--- config.mk ---
export PLATFORM = sky130hd
export DESIGN_NAME = pla_bist_harness
export DESIGN_NICKNAME = d
export VERILOG_FILES = /design/src/rtl/pla_bist_harness.sv
export SDC_FILE = /design/constraint.sdc
export NUM_CORES = 1
export LEC_CHECK = 0
export BUFFER_PORTS_ARGS = -buffer_cell sky130_fd_sc_hd__buf_2
export CORE_MARGIN = 2
export CORE_UTILIZATION = 39
export CTS_CLUSTER_SIZE = 14
export DETAILED_ROUTE_END_ITERATION = 12
export PLACE_DENSITY = 0.68
export SLEW_MARGIN = 20
export SYNTH_ARGS = -nofsm -noshare
export SYNTH_HDL_FRONTEND = slang
export SYNTH_SLANG_ARGS = --single-unit
--- constraint.sdc ---
create_clock -name clk -period 5.75 [get_ports clk]
set_clock_uncertainty 0.2 [all_clocks]
set_input_delay 0.575 -clock clk [delete_from_list [all_inputs] [get_ports clk]]
set_output_delay 0.575 -clock clk [all_outputs]
set_load 0.005 [all_outputs]
--- src/rtl/pla_bist_harness.sv ---
// ----------------------------------------------------------------------------
// pla_bist_harness
//
// Built-in self-test harness for a 25-input, single-output combinational
// function. An LFSR generates stimulus vectors on x. The function's response
// y0 is compacted into a 16-bit MISR (CRC-CCITT polynomial 0x1021). A separate
// counter tallies the sampled ones. When the run ends, the signature is
// compared against a golden value.
//
// Ports
//   clk           in   1  clock, rising edge
//   rst_n         in   1  asynchronous active-low reset
//   start         in   1  begin a run (honoured only in IDLE)
//   abort         in   1  terminate a run (honoured only in RUN)
//   seed          in  25  LFSR start vector (0 is replaced by 1)
//   num_vectors   in  16  vectors per run, latched at start
//   expected_sig  in  16  golden signature
//   y0            in   1  response of the function for the current x
//   x             out 25  stimulus vector, x[0] drives function input x0
//   busy          out  1  high while vectors are being applied
//   done          out  1  one-cycle completion pulse
//   pass          out  1  signature matched expected_sig at completion
//   signature     out 16  MISR contents
//   ones_count    out 16  number of sampled y0 == 1
//   dbg_state     out  2  FSM state (0 IDLE, 1 RUN, 2 DONE)
//
// Control semantics: start and abort are level-sampled single-cycle requests.
// There is no ready signal. A request is acted on at the rising edge only if
// the FSM is in the state that accepts it, and it is silently dropped otherwise.
// done is a one-cycle pulse. pass, signature and ones_count stay stable from
// completion (or abort) until the next accepted start.
// ----------------------------------------------------------------------------
module pla_bist_harness (
    input  logic        clk,
    input  logic        rst_n,
    input  logic        start,
    input  logic        abort,
    input  logic [24:0] seed,
    input  logic [15:0] num_vectors,
    input  logic [15:0] expected_sig,
    input  logic        y0,
    output logic [24:0] x,
    output logic        busy,
    output logic        done,
    output logic        pass,
    output logic [15:0] signature,
    output logic [15:0] ones_count,
    output logic [1:0]  dbg_state
);

    typedef enum logic [1:0] {
        IDLE = 2'd0,
        RUN  = 2'd1,
        DONE = 2'd2
    } state_t;

    state_t      state_q, state_d;
    logic [24:0] x_q, x_d;
    logic [15:0] cnt_q, cnt_d;
    logic [15:0] sig_q, sig_d;
    logic [15:0] ones_q, ones_d;
    logic        pass_q, pass_d;

    logic [15:0] sig_next;
    logic [24:0] x_next;

    // MISR step: shift left, fold the feedback polynomial in when the MSB
    // falls out, and inject the response bit at bit 0.
    assign sig_next = {sig_q[14:0], 1'b0}
                    ^ (sig_q[15] ? 16'h1021 : 16'h0000)
                    ^ {15'b0, y0};

    // Stimulus LFSR step: taps at x[24] and x[21].
    assign x_next = {x_q[23:0], x_q[24] ^ x_q[21]};

    always_ff @(posedge clk or negedge rst_n) begin
        if (!rst_n) begin
            state_q <= IDLE;
            x_q     <= '0;
            cnt_q   <= '0;
            sig_q   <= '0;
            ones_q  <= '0;
            pass_q  <= 1'b0;
        end else begin
            state_q <= state_d;
            x_q     <= x_d;
            cnt_q   <= cnt_d;
            sig_q   <= sig_d;
            ones_q  <= ones_d;
            pass_q  <= pass_d;
        end
    end

    always_comb begin
        state_d = state_q;
        x_d     = x_q;
        cnt_d   = cnt_q;
        sig_d   = sig_q;
        ones_d  = ones_q;
        pass_d  = pass_q;

        unique case (state_q)
            IDLE: begin
                if (start) begin
                    sig_d  = '0;
                    ones_d = '0;
                    cnt_d  = num_vectors;
                    if (num_vectors == 16'd0) begin
                        // An empty run completes at once. The signature stays 0,
                        // so the verdict depends only on the golden value.
                        state_d = DONE;
                        x_d     = '0;
                        pass_d  = (expected_sig == 16'h0000);
                    end else begin
                        state_d = RUN;
                        // An all-zero LFSR state would lock up, so seed 0 is
                        // replaced with 1.
                        x_d     = (seed == 25'd0) ? 25'd1 : seed;
                        pass_d  = 1'b0;
                    end
                end
            end

            RUN: begin
                if (abort) begin
                    // Abort takes priority even on the last vector. The pending
                    // response is not sampled and done is not pulsed.
                    state_d = IDLE;
                    x_d     = '0;
                end else begin
                    sig_d  = sig_next;
                    ones_d = ones_q + {15'b0, y0};
                    cnt_d  = cnt_q - 16'd1;
                    if (cnt_q == 16'd1) begin
                        state_d = DONE;
                        x_d     = '0;
                        pass_d  = (sig_next == expected_sig);
                    end else begin
                        x_d = x_next;
                    end
                end
            end

            DONE: begin
                state_d = IDLE;
            end

            default: begin
                state_d = IDLE;
                x_d     = '0;
            end
        endcase
    end

    assign x          = x_q;
    assign busy       = (state_q == RUN);
    assign done       = (state_q == DONE);
    assign pass       = pass_q;
    assign signature  = sig_q;
    assign ones_count = ones_q;
    assign dbg_state  = state_q;

endmodule

---- Word level (Yosys, flattened, before mapping) ----
Cells that the tools add are included.
storage, ports and cells
  register bits after elaboration ......... 76
  bits of input ports ..................... 62
  output and inout port bits .............. 62
  word-level logic and storage cells ...... 54
operators by class
  add/subtract/negate cells ............... 2
  equality and inequality tests ........... 8
  mux-type cells .......................... 25
  bitwise gates (word level) .............. 4
  reduce and logical (&&, ||, !) cells .... 9
operator list
  kind                                                   count
  2-to-1 mux 25 bit                                      5
  one-hot mux 16 bit (2 select lines)                    3
  2-to-1 mux 16 bit                                      5
  one-hot mux 25 bit (3 select lines)                    1
  logical NOT 16 bit                                     2
  logical NOT 25 bit                                     1
  adder 16 x 1 -> 16 bit                                 1
  equality test 16 x 1 -> 1 bit, second input constant   1
  equality test 16 bit                                   1
  subtractor 16 x 1 -> 16 bit, second input constant     1
  XOR 16 x 1 -> 16 bit                                   1
  XOR 16 x 13 -> 16 bit                                  1
  2-to-1 mux 13 bit                                      1
  2-to-1 mux 2 bit                                       4
  2-to-1 mux 1 bit                                       4
  inequality test 2 bit, second input constant           2
  one-hot mux 2 bit (2 select lines)                     1
  AND reduction 2 bit                                    2
  AND reduction 4 bit                                    1
  inequality test 3 x 2 -> 1 bit, second input constant  1
  AND reduction 3 bit                                    1
  equality test 2 x 1 -> 1 bit, second input constant    1
  equality test 2 bit, second input constant             1
  logical NOT 2 bit                                      1
  5 further kinds                                        5

---- Depth between registers and ports, before layout ----
  depth in word-level cells ............... 7
  gate-level depth with buffers ........... 8
  gate-level depth less buffers ........... 7

---- Worst setup path after synthesis ----
Ideal clock, no wire load.
  path kind ............................... in2reg
  start point ............................. in num_vectors[11]
  end point ............................... reg x_q[10], in the netlist x[10]
  setup time .............................. 0.118 ns
  arrival time ............................ 1.821 ns
  data required time ...................... 5.432 ns
  setup slack ............................. 3.611 ns
  stages on the path ...................... 6
  path buffers ............................ 1
  path through ............................ nor4_1 a41oi_2 nand2b_1 nor2_2 buf_4 a21o_1
between the ends
  cells in the longest elaborated chain, start to end .. 4
ends and longest elaborated chain
  item                                 line  RTL
  start: declaration                   39    input logic [15:0] num_vectors,
  logical NOT 16 bit                   108   if (num_vectors == 16'd0) begin
  2-to-1 mux 25 bit                    108
  2-to-1 mux 25 bit                    104   if (start) begin
  one-hot mux 25 bit (3 select lines)  102   unique case (state_q)
  end signal: assignment               79    x_q <= '0;
  end signal: assignment               86    x_q <= x_d;
  end: declaration                     58    logic [24:0] x_q, x_d;
Every way passes these cells. The select of a mux whose other input is x is not followed.
A chain may end at the register's enable or synchronous reset.

---- Worst setup path in the final report ----
  start point ............................. reg state_q[1], in the netlist dbg_state[1]
  end point ............................... out busy
between the ends
  cells in the longest elaborated chain, start to end .. 1
ends and longest elaborated chain
  item                          line  RTL
  start: declaration            57    state_t state_q, state_d;
  start signal: assignment      85    state_q <= state_d;
  equality test 2 x 1 -> 1 bit  156   assign busy = (state_q == RUN);
  end: declaration              43    output logic busy,
Every way passes these cells.

==> results.json <==
{
  "status": "finished clean",
  "final_nets": 619,
  "yosysTopAreaCellShare_pct": 46.9,
  "rsz0062_at_grt": "false",
  "clockRootBuffer": "clkbuf_8",
  "async_flop_share_pct": 100,
  "diodes": 0,
  "area_growth_pct": 23.5,
  "synth-main-ff-cell": "dfrtp_1",
  "synth_edf_count": 0,
  "worstSetupPathType": "reg -> out",
  "hold_buffers": 0,
  "routed_wirelength_um": 11200,
  "start_util_pct": 39.8,
  "core-area_sq_um": 10200,
  "final_common_cell": "buf_2",
  "min_period_ns": 3.55,
  "fin_crit_sh_pct": 61.7,
  "postSynthAreaPerCell_sq_um": 9.28,
  "synth_area_leaders": "dfrtp_1, nand2_1, o21ai_0, xor2_1, a22o_1",
  "worstSkewPairLatency_ns": 0.35,
  "finalMaxSlewViolations": 0,
  "arrival_ns": 2.78,
  "regToRegStartpoint": "dbg_state[1]$_DFFE_PN0P_",
  "setup_viol": 0,
  "synth_nets": 503,
  "max_slew_margin_pct": 35.6,
  "synth_top_cell_by_area": "dfrtp_1",
  "netlist_area_sq_um": 4050,
  "start_kind": "flip-flop",
  "track_usage_pct": 20.7,
  "power_density_nw_per_um2": 417,
  "dr.pass1.iters": 4,
  "vdd_ir_drop_max_mv": 0.178,
  "fill_cells": 1005,
  "cts_tree": "built",
  "grt_pass1_vias": 3728,
  "ant_nets": 0,
  "grt_max_degree": 77,
  "numPortBuffers": 123,
  "num_io_pins": 124,
  "tightestPinTransition_ns": 0.966,
  "dp_cells": 677,
  "drive_above_1_share_pct": 26.8,
  "critical_path.max_fanout": 27,
  "synth_cell_types": 54,
  "die_area_sq_um": 11200,
  "gp_congestion": 0.888,
  "grt_pass1_wl_um": 18700,
  "fmax_ghz": 0.282,
  "avgViaCountPerCell": 5.60,
  "worstHoldPathType": "in -> async",
  "cap_violations": 0,
  "num_vias": 3874,
  "cts_sinks": 76,
  "drc": 0,
  "clock_path_buffers": 2,
  "htreeDepth": 3,
  "setup_tns_ns": 0,
  "end_kind": "output port",
  "yosysWarnings": 0,
  "hold_violations": 0,
  "overflow": 0,
  "synth_cells": 437,
  "die_width_um": 106,
  "layout_common_cells": "buf_2, dfrtp_1, nand2_1",
  "routedWlPerCell_um": 16.2,
  "p_leak_uw": 0.00242,
  "antenna_found_initial": 0,
  "cts-buffers-inserted": 9,
  "ys_ff_latch": 76,
  "rows": 37,
  "fin_util_pct": 49.1,
  "synth-seq-area-share_pct": 46.9,
  "dp_hpwl_um": 8050,
  "post_cts_buffers": 0,
  "clkTransAtPathRegs_ns": 0.08,
  "cp.required_ns": 4.97,
  "die_h_um": 106,
  "drt_iter0_markers": 169,
  "fin_cells": 692,
  "cts_resized": 0,
  "crit_start": "dbg_state[1]$_DFFE_PN0P_"
}
## power by group
part	leakage [uW]	switching, uW	internal (uW)	total [uW]
combinational	0.00133	461	329	790
sequential	0.000984	171	691	861
clock	0.000105	197	239	436
## synth_stat cells, types with 2 or more instances
library cell and instances:
a21o_1 15, a21oi_1 23, a22o_1 15, a22oi_1 11, a31oi_1 3, and3_1 5
and4_1 2, buf_2 2, clkbuf_1 16, dfrtp_1 76, ha_1 4, inv_1 5
nand2_1 59, nand2b_1 4, nand3_1 12, nand4_1 7, nor2_1 35, nor2b_1 4
nor3_1 12, nor4_1 17, o2111ai_1 2, o211ai_1 2, o21ai_0 32, o21ai_1 4
o22a_1 5, o22ai_1 2, o2bb2ai_1 2, o31ai_1 3, or3_1 3, xnor2_1 14
xor2_1 18
## logic make-up after synthesis
group / count (synthesis) / synth area share [%]
AO/OA/AOI/OAI: 128 / 21.5
XOR/XNOR: 32 / 6.91
adder cells (fa/ha/maj): 4 / 1.23
buffers and inverters: 27 / 2.84
flip-flops: 76 / 46.9
multiplexers: 1 / 0.278
AND/OR/NAND/NOR: 169 / 20.4
## stage by stage
stage	setup WS [ns]	hold WS [ns]	total power (uW)	cell area [sq um]
after floorplan	3.61	0.0794	1360	4050
after global placement	2.72	0.249	1630	4780
after detailed placement	2.61	0.276	1650	4780
after CTS	2.22	0.210	2090	4980
after global routing	1.88	0.230	2250	5000
final	2.20	0.161	2090	5000
## sequential cells by signal, summed over array words and instances (netlist names)
name and flops:
cnt_q 16, dbg_state 2, x 25, ones_count 16, signature 16, pass 1
## per-layer routing
metal	GRT usage [%]	vias up	share of wire, %	wire length [um]
li1	-	1821	-	-
met1	28.5	1904	44	4960
met2	32.4	133	49	5460
met3	4.05	16	5.7	642
met4	7.99	0	1.4	157
met5	0	-	0	0
## final timing paths
kind	endpoint	slack [ns]	cells past startpoint
setup / recovery	busy	2.20	5
hold / removal	cnt_q[3]$_DFFE_PN0P_	0.16	1
setup reg to reg	cnt_q[11]$_DFFE_PN0P_	2.65	8
hold reg to reg	dbg_state[1]$_DFFE_PN0P_	0.29	1
max in group asynchronous	signature[7]$_DFFE_PN0P_	4.54	1
min in group clk	x[3]$_DFFE_PN0P_	0.24	2
## layout make-up
type	count	area [sq um]	area share (%)
Multi-Input combinational cell	334	2060	41.2
Sequential cell	76	1900	38.0
Clock buffer	9	124	2.48
Timing Repair Buffer	126	648	13.0
Tap cell	136	170	3.40
Inverter	6	22.5	0.450
Clock inverter	5	78.8	1.57
## worst max-delay path, stage by stage, from the launching register on
cell      delay, ns
dfrtp_1        0.39
inv_1          0.17
nand2_1        0.63
clkinv_1       0.66
buf_4          0.41
buf_2          0.16
No activity file was read; power rests on OpenSTA's default activity.
